<file path="src/rtl/imem_loader.sv">
// Instruction ROM write-side loader: accepts words over valid/ready, writes them to
// consecutive ROM addresses and holds the CPU until the image is complete.
// Optional running checksum output when IMEM_CHKSUM_EN is defined.
module imem_loader #(
    parameter int unsigned ADDR_W    = 8,
    parameter int unsigned DATA_W    = 32,
    parameter int unsigned DEPTH     = 256,
    parameter int unsigned BASE_ADDR = 0
) (
    input  logic              clk_i,
    input  logic              rst_ni,
    input  logic              in_valid_i,
    output logic              in_ready_o,
    input  logic [DATA_W-1:0] in_word_i,
    input  logic              in_last_i,
    input  logic              reload_i,
    output logic              wr_en_o,
    output logic [ADDR_W-1:0] wr_addr_o,
    output logic [DATA_W-1:0] wr_data_o,
    output logic              cpu_hold_o,
    output logic              load_done_o,
    output logic              overflow_o,
`ifdef IMEM_CHKSUM_EN
    output logic [DATA_W-1:0] checksum_o,
`endif
    output logic [ADDR_W:0]   word_count_o
);

    localparam logic [ADDR_W-1:0] BaseAddr = ADDR_W'(BASE_ADDR);
    localparam logic [ADDR_W-1:0] LastAddr = ADDR_W'(BASE_ADDR + DEPTH - 1);

    typedef enum logic [1:0] {StLoad, StDone, StErr} state_e;

    state_e              state_q, state_d;
    logic [ADDR_W-1:0]   ptr_q, ptr_d;
    logic [ADDR_W:0]     count_q, count_d;
    logic                wr_en_q, wr_en_d;
    logic [ADDR_W-1:0]   wr_addr_q, wr_addr_d;
    logic [DATA_W-1:0]   wr_data_q, wr_data_d;
    logic                hold_q, hold_d;
    logic                done_q, done_d;
    logic                ovf_q, ovf_d;
`ifdef IMEM_CHKSUM_EN
    logic [DATA_W-1:0]   chk_q, chk_d;
`endif
    logic                xfer;

    assign in_ready_o = (state_q == StLoad);
    assign xfer       = in_valid_i && in_ready_o;

    always_comb begin
        state_d   = state_q;
        ptr_d     = ptr_q;
        count_d   = count_q;
        wr_en_d   = 1'b0;
        wr_addr_d = wr_addr_q;
        wr_data_d = wr_data_q;
        hold_d    = hold_q;
        done_d    = done_q;
        ovf_d     = ovf_q;
`ifdef IMEM_CHKSUM_EN
        chk_d     = chk_q;
`endif
        unique case (state_q)
            StLoad: begin
                // A transfer takes priority; reload has no meaning while loading.
                if (xfer) begin
                    wr_en_d   = 1'b1;
                    wr_addr_d = ptr_q;
                    wr_data_d = in_word_i;
                    ptr_d     = ptr_q + ADDR_W'(1);
                    count_d   = count_q + (ADDR_W + 1)'(1);
`ifdef IMEM_CHKSUM_EN
                    chk_d     = chk_q + in_word_i;
`endif
                    if (in_last_i) begin
                        state_d = StDone;
                    end else if (ptr_q == LastAddr) begin
                        state_d = StErr;
                        ovf_d   = 1'b1;
                    end
                end
            end
            StDone, StErr: begin
                if (reload_i) begin
                    state_d = StLoad;
                    ptr_d   = BaseAddr;
                    count_d = '0;
                    hold_d  = 1'b1;
                    done_d  = 1'b0;
                    ovf_d   = 1'b0;
`ifdef IMEM_CHKSUM_EN
                    chk_d   = '0;
`endif
                end else if (state_q == StDone) begin
                    // Released one cycle after the final write strobe.
                    hold_d = 1'b0;
                    done_d = 1'b1;
                end
            end
            default: state_d = StLoad;
        endcase
    end

    always_ff @(posedge clk_i or negedge rst_ni) begin
        if (!rst_ni) begin
            state_q   <= StLoad;
            ptr_q     <= BaseAddr;
            count_q   <= '0;
            wr_en_q   <= 1'b0;
            wr_addr_q <= BaseAddr;
            wr_data_q <= '0;
            hold_q    <= 1'b1;
            done_q    <= 1'b0;
            ovf_q     <= 1'b0;
`ifdef IMEM_CHKSUM_EN
            chk_q     <= '0;
`endif
        end else begin
            state_q   <= state_d;
            ptr_q     <= ptr_d;
            count_q   <= count_d;
            wr_en_q   <= wr_en_d;
            wr_addr_q <= wr_addr_d;
            wr_data_q <= wr_data_d;
            hold_q    <= hold_d;
            done_q    <= done_d;
            ovf_q     <= ovf_d;
`ifdef IMEM_CHKSUM_EN
            chk_q     <= chk_d;
`endif
        end
    end

    assign wr_en_o      = wr_en_q;
    assign wr_addr_o    = wr_addr_q;
    assign wr_data_o    = wr_data_q;
    assign cpu_hold_o   = hold_q;
    assign load_done_o  = done_q;
    assign overflow_o   = ovf_q;
    assign word_count_o = count_q;
`ifdef IMEM_CHKSUM_EN
    assign checksum_o   = chk_q;
`endif

endmodule

</file>
<file path="config.mk">
export PLATFORM = sky130hd
export DESIGN_NAME = imem_loader
export DESIGN_NICKNAME = d
export VERILOG_FILES = /design/src/rtl/imem_loader.sv
export SDC_FILE = /design/constraint.sdc
export NUM_CORES = 1
export LEC_CHECK = 0
export CAP_MARGIN = 20
export CORE_ASPECT_RATIO = 0.9
export CORE_MARGIN = 4
export CORE_UTILIZATION = 45
export DETAILED_ROUTE_END_ITERATION = 8
export GPL_ROUTABILITY_DRIVEN = 0
export MAX_ROUTING_LAYER = met4
export PLACE_DENSITY = 0.82
export SYNTH_ARGS = -nofsm -noshare
export SYNTH_HDL_FRONTEND = slang
export SYNTH_SLANG_ARGS = --single-unit
</file>
<file path="constraint.sdc">
create_clock -name clk_i -period 5.5 [get_ports clk_i]
set_clock_uncertainty 0.05 [all_clocks]
set_input_delay 1.1 -clock clk_i [delete_from_list [all_inputs] [get_ports clk_i]]
set_output_delay 1.1 -clock clk_i [all_outputs]
set_load 0.1 [all_outputs]
</file>
==> summary.md <==
| Metric | Value |
|---|---|
| CTS tree | done |
| CP Class | flip-flop to primary output |
| GRT Total Usage | 18.9% |
| Drt pass-1 iters | 6 |
| Period utilization | 66.8% |
| Fin. Hold Viols | 0 |
| Setup TNS | 0 ns |
| DRC | 0 |
| Area leader, netlist | dfrtp_1 |
| CTS buffer count | 9 |
| Arrival time worst endpoint | 2.53 ns |
| Root buf cell | clkbuf_8 |
| Nets | 338 |
| Commonest non-fill, non-tap cell in the layout | clkdlybuf4s50_1 |
| Post-synthesis register bit count | 63 |
| Initial antenna violation count | 0 |
| Deepest clock path buffer count | 2 |
| Count of input and output buffers | 90 |
| Dpl hpwl | 4360 microns |
| Fin cells | 371 |
| Initial Utilization | 47.0% |
| Commonest non-fill, non-tap cells in the layout | clkdlybuf4s50_1, dfrtp_1, mux2_2 |
| ANT nets after route | 0 |
| Vias in the first global route | 2,100 |
| Total gr overflow | 0 |
| Cts hold-fix bufs | 0 |
| First-pass GRT wire length | 10,100 microns |
| Routed vias | 1,985 |
| Placeable Area | 5730 sq um |
| Site row count | 26 |
| Hold WC Path Type | flip-flop to flip-flop |
| Die area | 7280 sq um |
| Largest net degree at the start of global routing | 64 |
| Drt initial violations | 99 |
| Slew Limit Fails | 0 |
| Placed instance area | 3630 sq um |
| Max-Cap Viols | 0 |
| Hold WS | 0.438 ns |
| DR WL/cell | 16.5 microns |
| Slew headroom | 32.2% |
| Top FF cell, synth | dfrtp_1 |
| Non-Filler Cell Area, Final | 3860 sq um |
| IO Pins | 91 |
| CP Max Fanout | 13 |
| Post-synth EDFFs | 0 |
| Critical path startpoint category | flip-flop |
| Synthesized area per cell | 13.2 sq um |
| YS warnings | 0 |
| Run status | completed |
| Die X | 89.5 microns |
| Mapped Nets | 245 |
| Final Setup Violations | 0 |
| Post-Place Cells | 356 |
| Share of cells above drive strength 1 | 15.6% |
| Netlist cell types | 38 |
| Die height | 81.4 microns |
| # resized after CTS | 0 |
| Share of the synthesized area in the top cell type | 57.7% |
| Vias/cell | 5.35 |
| Syn Inst Count | 204 |
| Clock Pin Slew Worst Setup and Hold Paths | 0.06 ns |
| N_diodes | 0 |
| Worst EP required | 4.35 ns |
| Synth-to-layout area growth | 43.4% |
| CTS HTree Levels | 3 |
| Max Fclk | 272 MHz |
| Clk_lat worst skew | 0.33 ns |
| Min Tclk post-route | 3.68 ns |
| Setup repair after global routing missed its margin | no |
| Worst Max-Slew Pin Slew | 1.01 ns |
| Sequential-to-total area share from yosys stat | 58.7% |
| CTS sink cnt | 63 |
| Async S/R FF share, synth | 100% |
| Total Wirelength | 6120 microns |
| Mapped Area | 2690 sq um |
| Post-CTS setup repair buffer count | 0 |
| CP Capture Type | primary output |
| Top post-synthesis cells by area | dfrtp_1, mux2_2, mux2_1 |
==> critical path: stages (launching register included) <==
cell and delay (ns):
dfrtp_1 0.38, inv_1 0.08, ha_1 0.50, clkdlybuf4s50_1 1.24
==> metrics by stage <==
step	util [%]	setup slack (ns)
floorplan	-	3.00
global placement	63.4	2.25
detailed placement	63.4	2.19
CTS	67.4	1.82
global route	67.4	1.70
finish	67.4	1.82
==> sequential cells by signal, indices dropped and copies added, names as in the netlist <==
| name | flops |
|---|---|
| ptr_q | 8 |
| cpu_hold_o | 1 |
| word_count_o | 9 |
| wr_en_o | 1 |
| overflow_o | 1 |
| wr_addr_o | 8 |
| state_q | 2 |
| wr_data_o | 32 |
| load_done_o | 1 |
==> cell usage after synthesis, drive strengths merged (2+ instances only) <==
library cell,instances
nand4,6
xnor2,5
buf,8
nor2b,2
ha,4
a22o,3
inv,5
a21oi,6
dfrtp,62
nand3,6
xor2,3
and3,2
or4,4
nor2,10
mux2,42
nand2,10
o211a,2
nor4,3
o21ai,3
nor3,2
o211ai,4
nand2b,2
==> worst paths after layout <==
| kind | start | end | slack [ns] | depth (start not counted) |
|---|---|---|---|---|
| worst min-delay path | wr_data_o[27] | wr_data_o[27] | 0.44 | 1 |
| worst min register to register | wr_data_o[27] | wr_data_o[27] | 0.44 | 1 |
| worst max register to register | state_q[0] | overflow_o | 2.94 | 5 |
| min in group asynchronous | rst_ni | wr_data_o[20] | 0.89 | 2 |
| max in group asynchronous | rst_ni | state_q[0] | 4.01 | 2 |
| worst max-delay path | state_q[0] | in_ready_o | 1.82 | 3 |
==> metal layers <==
layer / part of all wire (%) / vias up / track usage (%)
li1: - / 923 / -
met1: 43 / 962 / 23.8
met2: 46 / 87 / 28.7
met3: 10 / 13 / 6.80
met4: 1.4 / 0 / 5.36
met5: 0 / - / -
==> area by class of cell <==
| cell class | count | area, sq um |
|---|---|---|
| clock inverters | 3 | 65.1 |
| well taps | 70 | 87.6 |
| clock buffers | 12 | 165 |
| repair buffers | 91 | 903 |
| multi-input cells | 127 | 1040 |
| inverters | 5 | 18.8 |
| fillers | 450 | 1870 |
| flip-flops and latches | 63 | 1580 |
==> cells by family after synthesis <==
family / synth area share [%]
flip-flops: 58.7
multiplexers: 17.6
AND/OR/NAND/NOR: 10.4
AO/OA/AOI/OAI: 6.19
XOR/XNOR: 2.60
adder cells (fa/ha/maj): 1.86
buffers and inverters: 2.74
Power is left out: the tool's default activity adds up to more than one toggle a clock period on the data nets, which glitch-free logic cannot reach.
